==> config.mk <==
export PLATFORM = sky130hd
export DESIGN_NAME = clk_div_gen
export DESIGN_NICKNAME = d
export VERILOG_FILES = /design/src/rtl/clk_div_gen.sv
export SDC_FILE = /design/constraint.sdc
export NUM_CORES = 1
export LEC_CHECK = 0
export BUFFER_PORTS_ARGS = -buffer_cell sky130_fd_sc_hd__buf_4
export CORE_MARGIN = 2
export CORE_UTILIZATION = 53
export DETAILED_ROUTE_END_ITERATION = 10
export HOLD_SLACK_MARGIN = 0.15
export PLACE_DENSITY_LB_ADDON = 0.1
export SYNTH_ARGS = -nofsm -noshare
export SYNTH_HDL_FRONTEND = slang
export SYNTH_SLANG_ARGS = --single-unit
==> constraint.sdc <==
create_clock -name clk -period 5.08 [get_ports clk]
set_clock_uncertainty 0.1 [all_clocks]
set_input_delay 0.254 -clock clk [delete_from_list [all_inputs] [get_ports clk]]
set_output_delay 0.254 -clock clk [all_outputs]
set_load 0.01 [all_outputs]
==> src/rtl/clk_div_gen.sv <==
// clk_div_gen -- programmable divider / timebase generator on a single clock.
//
// Produces a one-cycle clock-enable `tick` every D cycles of `clk`, a 50 %
// square wave `fout` in toggle mode, and a single delayed tick in one-shot
// mode. No generated signal is meant to be used as a clock.
//
// Ports:
//   clk      in   system clock, all updates on posedge
//   rst_n    in   asynchronous active-low reset
//   en       in   count enable, low pauses the block
//   mode     in   00 periodic, 01 toggle, 10 one-shot, 11 behaves as 00
//   div      in   new divisor (period in clk cycles, 0 behaves as 1)
//   div_load in   one-cycle strobe capturing div
//   start    in   one-shot trigger, only honoured in mode 10
//   tick     out  registered one-cycle pulse at each period end
//   fout     out  registered square output (mode 01), 0 otherwise
//   busy     out  registered, high while a one-shot is counting
//   cnt      out  current counter value
module clk_div_gen #(
  parameter int unsigned WIDTH       = 27,
  parameter int unsigned DEFAULT_DIV = 50000000
) (
  input  logic             clk,
  input  logic             rst_n,
  input  logic             en,
  input  logic [1:0]       mode,
  input  logic [WIDTH-1:0] div,
  input  logic             div_load,
  input  logic             start,
  output logic             tick,
  output logic             fout,
  output logic             busy,
  output logic [WIDTH-1:0] cnt
);

  typedef enum logic [1:0] {
    MODE_TICK    = 2'b00,
    MODE_TOGGLE  = 2'b01,
    MODE_ONESHOT = 2'b10,
    MODE_RSVD    = 2'b11
  } mode_e;

  localparam logic [WIDTH-1:0] RST_DIV = WIDTH'(DEFAULT_DIV);

  // A zero divisor saturates to one so the wrap threshold never underflows.
  function automatic logic [WIDTH-1:0] eff_div(input logic [WIDTH-1:0] d);
    return (d == '0) ? WIDTH'(1) : d;
  endfunction

  logic [WIDTH-1:0] cnt_q, cnt_d;
  logic [WIDTH-1:0] div_act_q, div_act_d;
  logic [WIDTH-1:0] div_pend_q, div_pend_d;
  logic             pend_v_q, pend_v_d;
  mode_e            mode_q, mode_d;
  logic             tick_q, tick_d;
  logic             fout_q, fout_d;
  logic             busy_q, busy_d;

  logic [WIDTH-1:0] last_cnt;
  logic             wrap;
  logic             oneshot;
  logic             idle;

  always_comb begin
    cnt_d      = cnt_q;
    div_act_d  = div_act_q;
    div_pend_d = div_pend_q;
    pend_v_d   = pend_v_q;
    mode_d     = mode_q;
    tick_d     = 1'b0;
    fout_d     = fout_q;
    busy_d     = busy_q;

    last_cnt = eff_div(div_act_q) - WIDTH'(1);
    // >= rather than == lets an out-of-range count recover on its own.
    wrap     = (cnt_q >= last_cnt);
    oneshot  = (mode_q == MODE_ONESHOT);
    idle     = !en || (oneshot && !busy_q);

    if (mode_e'(mode) != mode_q) begin
      // Mode switch restarts the timebase; a pending divisor survives it.
      mode_d = mode_e'(mode);
      cnt_d  = '0;
      fout_d = 1'b0;
      busy_d = 1'b0;
      if (div_load) begin
        div_pend_d = div;
        pend_v_d   = 1'b1;
      end
    end else if (idle) begin
      if (oneshot && en && start) begin
        busy_d = 1'b1;
        cnt_d  = '0;
      end
      if (div_load) begin
        div_act_d = div;
        cnt_d     = '0;
        pend_v_d  = 1'b0;
      end
    end else if (wrap) begin
      cnt_d  = '0;
      tick_d = 1'b1;
      if (mode_q == MODE_TOGGLE) fout_d = !fout_q;
      if (oneshot)               busy_d = 1'b0;
      // A load landing on the wrap edge beats the older shadow value.
      if (div_load) begin
        div_act_d = div;
        pend_v_d  = 1'b0;
      end else if (pend_v_q) begin
        div_act_d = div_pend_q;
        pend_v_d  = 1'b0;
      end
    end else begin
      cnt_d = cnt_q + WIDTH'(1);
      if (div_load) begin
        div_pend_d = div;
        pend_v_d   = 1'b1;
      end
    end
  end

  // ---- register stage ----
  always_ff @(posedge clk or negedge rst_n) begin
    if (!rst_n) begin
      cnt_q     <= '0;
      div_act_q <= RST_DIV;
      pend_v_q  <= 1'b0;
      mode_q    <= MODE_TICK;
      tick_q    <= 1'b0;
      fout_q    <= 1'b0;
      busy_q    <= 1'b0;
    end else begin
      cnt_q     <= cnt_d;
      div_act_q <= div_act_d;
      pend_v_q  <= pend_v_d;
      mode_q    <= mode_d;
      tick_q    <= tick_d;
      fout_q    <= fout_d;
      busy_q    <= busy_d;
    end
  end

  // Shadow value is only consumed when pend_v_q is set, so it needs no reset.
  always_ff @(posedge clk) begin
    div_pend_q <= div_pend_d;
  end

  assign tick = tick_q;
  assign fout = fout_q;
  assign busy = busy_q;
  assign cnt  = cnt_q;

endmodule
### Word-level counts from Yosys, hierarchy flattened

Cells that the tools add are included.

| storage, ports and cells | value |
|---|---|
| logic and storage cells | 71 |
| flip-flop bits (word level) | 87 |
| input port bits | 34 |
| output and inout port bits | 30 |

| cells by class | value |
|---|---|
| magnitude comparators | 1 |
| bitwise operators | 1 |
| reduce and logical (&&, ||, !) cells | 17 |
| add/sub/neg operators | 2 |
| muxes and demuxes | 32 |
| equality and inequality tests | 10 |

Operator list:

| kind | number |
|---|---|
| $mux W27 | 15 |
| $add A27 B1 Y27 const B | 1 |
| $ge A27 B27 Y1 | 1 |
| $logic_not A27 Y1 | 1 |
| $sub A27 B1 Y27 const B | 1 |
| $mux W1 | 17 |
| $reduce_and A3 Y1 | 2 |
| $reduce_bool A2 Y1 | 3 |
| $reduce_bool A3 Y1 | 2 |
| $ne A2 B1 Y1 const B | 2 |
| $ne A4 B2 Y1 const B | 1 |
| $reduce_and A4 Y1 | 1 |
| $logic_and A1 B1 Y1 | 3 |
| $logic_not A1 Y1 | 3 |
| $ne A3 B1 Y1 const B | 1 |
| $ne A3 B2 Y1 const B | 1 |
| $ne A3 B3 Y1 const B | 1 |
| $eq A2 B1 Y1 const B | 1 |
| $eq A2 B2 Y1 const B | 1 |
| $ne A2 B2 Y1 | 1 |
| $ne A2 B2 Y1 const B | 1 |
| $reduce_and A2 Y1 | 1 |
| $logic_or A1 B1 Y1 | 1 |
| $not A1 Y1 | 1 |

### Depth between registers and ports, before layout

| depth | value |
|---|---|
| word-level depth | 7 |
| mapped depth | 18 |
| gate-level depth less buffers | 16 |

### Worst setup path after synthesis

No wires, ideal clock.

| timing | value |
|---|---|
| path type | flip-flop to flip-flop |
| from | register div_act_q[3] |
| to | register div_pend_q[0], enable pin |
| arrival | 4.487 ns |
| buffers on the path | 1 |
| setup slack | 0.105 ns |
| setup time | 0.388 ns |
| cell stages (with the launch flop) | 17 |
| clock period less this slack | 4.975 ns |
| cells stage by stage | dfrtp_1 -> or4_4 -> or4_4 -> nor4_4 -> a31oi_1 -> ha_1 -> nand2_1 -> nor2_1 -> xnor2_1 -> ha_1 -> a21o_1 -> nand3_1 -> a21oi_1 -> o311a_1 -> clkbuf_1 -> nor3_1 -> nand2b_1 |

| between the ends | value |
|---|---|
| cells in the longest elaborated chain, start to end | 6 |

Ends and longest elaborated chain:

| item | line | source |
|---|---|---|
| from (decl) | 51 | `logic [WIDTH-1:0] div_act_q, div_act_d;` |
| from (signal assigned) | 134 | `div_act_q <= div_act_d;` |
| $logic_not A27 Y1 | 47 | `return (d == '0) ? WIDTH'(1) : d;` |
| $mux W27 (*) | 47 |  |
| $sub A27 B1 Y27 (*) | 74 | `last_cnt = eff_div(div_act_q) - WIDTH'(1);` |
| $ge A27 B27 Y1 (*) | 76 | `wrap = (cnt_q >= last_cnt);` |
| $ne A2 B1 Y1 (no source line) (*) | n/a |  |
| $reduce_and A2 Y1 (no source line) (*) | n/a |  |
| to (signal assigned) | 145 | `div_pend_q <= div_pend_d;` |
| to (decl) | 52 | `logic [WIDTH-1:0] div_pend_q, div_pend_d;` |

Mark *: on every way between the ends. The rest lies on a longest branch, timed or not.
A chain may end at the register's enable or synchronous reset.

### Worst setup path after layout

| timing | value |
|---|---|
| from | register div_act_q[3] |
| to | register div_pend_q[1], enable pin |

The elaborated chain is that of the path after synthesis.

==> summary.md <==
| Metric | Value |
|---|---|
| Status | `finished clean` |
| Pwr Density | `about 320 mW/mm^2` |
| Top Ports | `64` |
| Remaining global-route overflow | `0` |
| Antenna violations before repair | `0` |
| Slew HR | `between 40% and 50%` |
| Worst Path Arrival | `4.76 ns` |
| CTS tree | `built` |
| Syn Inst Count | `around 500` |
| Clk_lat worst skew | `approximately 0.36 ns` |
| Worst IR Drop VDD | `roughly 210 uV` |
| Ys async rst share | `69.0%` |
| Reg2reg start | `div_act_q[3]` |
| Initial DRC Count | `roughly 160` |
| Synthesized area per cell | `around 11 um^2` |
| Fin crit period | `between 4 and 5 ns` |
| Synth Cell Area | `roughly 0.0053 mm^2` |
| Hold-critical path depth | `5` |
| DR DRC count | `0` |
| Synth Flop Type | `dfrtp_1` |
| Crit Path Category | `reg -> reg` |
| Top cells by area, synth | `dfrtp_1 23%, edfxtp_1 15%, mux2i_1 11%` |
| Max_cap viols | `0` |
| Worst r2r dst | `div_pend_q[1]` |
| Row Count | `36` |
| Chip Width | `about 100 um` |
| Synth Register Bits | `between 80 and 90` |
| Area Growth Syn to Fin | `23.6%` |
| Yosys top cell area share | `a little under a quarter` |
| Syn Nets | `approximately 570` |
| Worst-case reg-to-reg path depth | `16` |
| Worst setup EP type | `flop` |
| Vias in the first global route | `4124` |
| Final setup violation count | `0` |
| Hold crit path type | `in -> reg` |
| H-Tree Depth | `3` |
| Drt first pass iters | `4` |
| HP Start | `en` |
| Gr usage total | `between 20 and 25%` |
| Setup TNS | `0 ns` |
| CORE AREA | `~0.0098 mm^2` |
| Die ar. | `approximately 0.011 mm^2` |
| Fill count | `a little under 800` |
| CTS root buffer | `clkbuf_8` |
| Post-layout util | `between 60% and 70%` |
| Hold path endpoint | `fout` |
| CP required | `slightly above 5 ns` |
| Initial Util | `between 50% and 60%` |
| P_leak | `around 0.0027 uW` |
| Share of cells above drive strength 1 | `a little under a quarter` |
| Routed WL | `between 10000 and 15000 um` |
| Maximum root-to-sink buffer count | `2` |
| Most common cell in the netlist | `mux2i_1` |
| Wire per inst | `between 15 and 20 um` |
| Hold Fails Final Rpt | `0` |
| Startpoint types | `flop` |
| Die height | `around 100 um` |
| Slew Limit Fails | `0` |
| Syn. warnings | `0` |
| Synth cell count leaders | `57 x mux2i_1, 48 x dfrtp_1, 35 x xnor2_1, 32 x a21oi_1, 32 x inv_1` |
| Worst-path clk slew | `0.10 ns` |
| CTS Buf Count | `9` |
| Antenna-violating nets left | `0` |
| Crit-path max FO | `27` |
| Via Count | `~4100` |
| Largest net degree at the start of global routing | `61` |
| Largest area contributor in the netlist | `dfrtp_1` |
| Number of flops mapped to enable cells by yosys | `27` |
| Antenna cell count | `0` |
| Fmax | `0.208 GHz` |
| Vias/cell | `around 5.6` |
| Register area share after synthesis | `around 44%` |
| HPWL Detailed | `8370 um` |
| Place WS | `around 0.21 ns` |
| Nets | `~670` |
| Port bufs | `63` |
| Slew @ Worst Pin | `~0.76 ns` |
| First-pass GRT wire length | `just over 20000 um` |
| Final Cycle Share | `94.7%` |
| Reg2Reg Setup Slack | `approximately 0.27 ns` |
| Clock sinks | `87` |
| GPL Wtd Cong | `around 0.84` |
| Synth unique cells | `49` |
| Final WS setup | `between 0.2 and 0.3 ns` |
critical path: stages, from the launching register on:
cell and delay, ns:
dfrtp_1 0.42, or4_4 0.56, or4_4 0.47, nor4_4 0.39
a31oi_1 0.19, ha_1 0.27, nand2_1 0.17, nor2_1 0.07
xnor2_1 0.23, ha_1 0.29, a21o_1 0.18, nand3_1 0.07
a21oi_1 0.07, o311a_1 0.33, nor3_1 0.26, nand2b_1 0.19
buf_12 0.20
layout make-up:
type	instances	area, um^2	area share, %
clock inverters	6	92.6	1.41
repair buffers	106	901	13.7
clock buffers	10	138	2.09
flip-flops and latches	87	2330	35.4
inverters	32	120	1.83
multi-input cells	368	2830	43.1
well taps	133	166	2.53
how the worst max path moves through the flow:
stage	startpoint	endpoint	slack, ns	depth (start not counted)
floorplan	div_act_q[3]	div_pend_q[0]	0.11	16
global placement	div_act_q[3]	div_pend_q[18]	0.38	16
detailed placement	div_act_q[3]	div_pend_q[18]	0.21	16
CTS	div_act_q[3]	div_pend_q[1]	0.18	16
global route	div_act_q[4]	div_pend_q[0]	-0.004	16
finish	div_act_q[3]	div_pend_q[1]	0.27	16
per-stage QoR:
step	hold slack, ns	instances	power, uW	area (um^2)
6_report	0.241	742	2090	6580
5_1_grt	0.287	742	2220	6580
3_5_place_dp	0.275	692	1520	5990
3_3_place_gp	0.268	692	1500	5990
4_1_cts	0.243	740	2100	6550
2_1_floorplan	-0.142	504	1350	5320
power breakdown:
group          internal [uW]  switching (uW)  total (uW)
Sequential               881             105         986
Clock                    293             263         556
Combinational            252             295         547
Total                   1430             662        2090
per-layer routing:
metal,track usage [%],part of all wire (%),up-vias
li1,-,-,2044
met1,32.5,48,1986
met2,36.4,47,85
met3,3.76,4.2,8
met4,5.50,1.1,0
met5,0,0,-
cell families after synthesis:
family          share of synthesized area (%)
compound gates                           8.61
mux                                      16.4
xor+xnor                                 6.92
flops                                    43.8
simple gates                             13.9
fa+ha+maj                                6.82
buf+inv                                  3.53
cells in the final DEF (no fill, tap or decap), types with 10 or more instances in the layout:
cell type	instances
dfstp_2	12
mux2i_1	57
nor2_1	26
nand2_1	27
mux2_2	27
nand4_1	14
a21oi_1	32
inv_1	32
edfxtp_1	27
dfrtp_1	48
xnor2_1	35
buf_4	72
ha_1	29
nor3_1	25
dlygate4sd3_1	32
nand3_1	16
clkbuf_8	10
sequential cells by signal, summed over array words and instances, names as in the netlist:
signal	cells
fout	1
div_act_q	27
cnt	27
tick	1
div_pend_q	27
pend_v_q	1
busy	1
mode_q	2
repair_timing:
| item | CTS | global route |
|---|---|---|
| endpoints found under the setup margin | 0 | 74 |
| hold buffers | 32 | 0 |
| buffers inserted | 0 | 2 |
| resized for setup | 0 | 3 |
| hold endpoints to repair | 102 | 0 |
(Power assumes the default switching activity.)
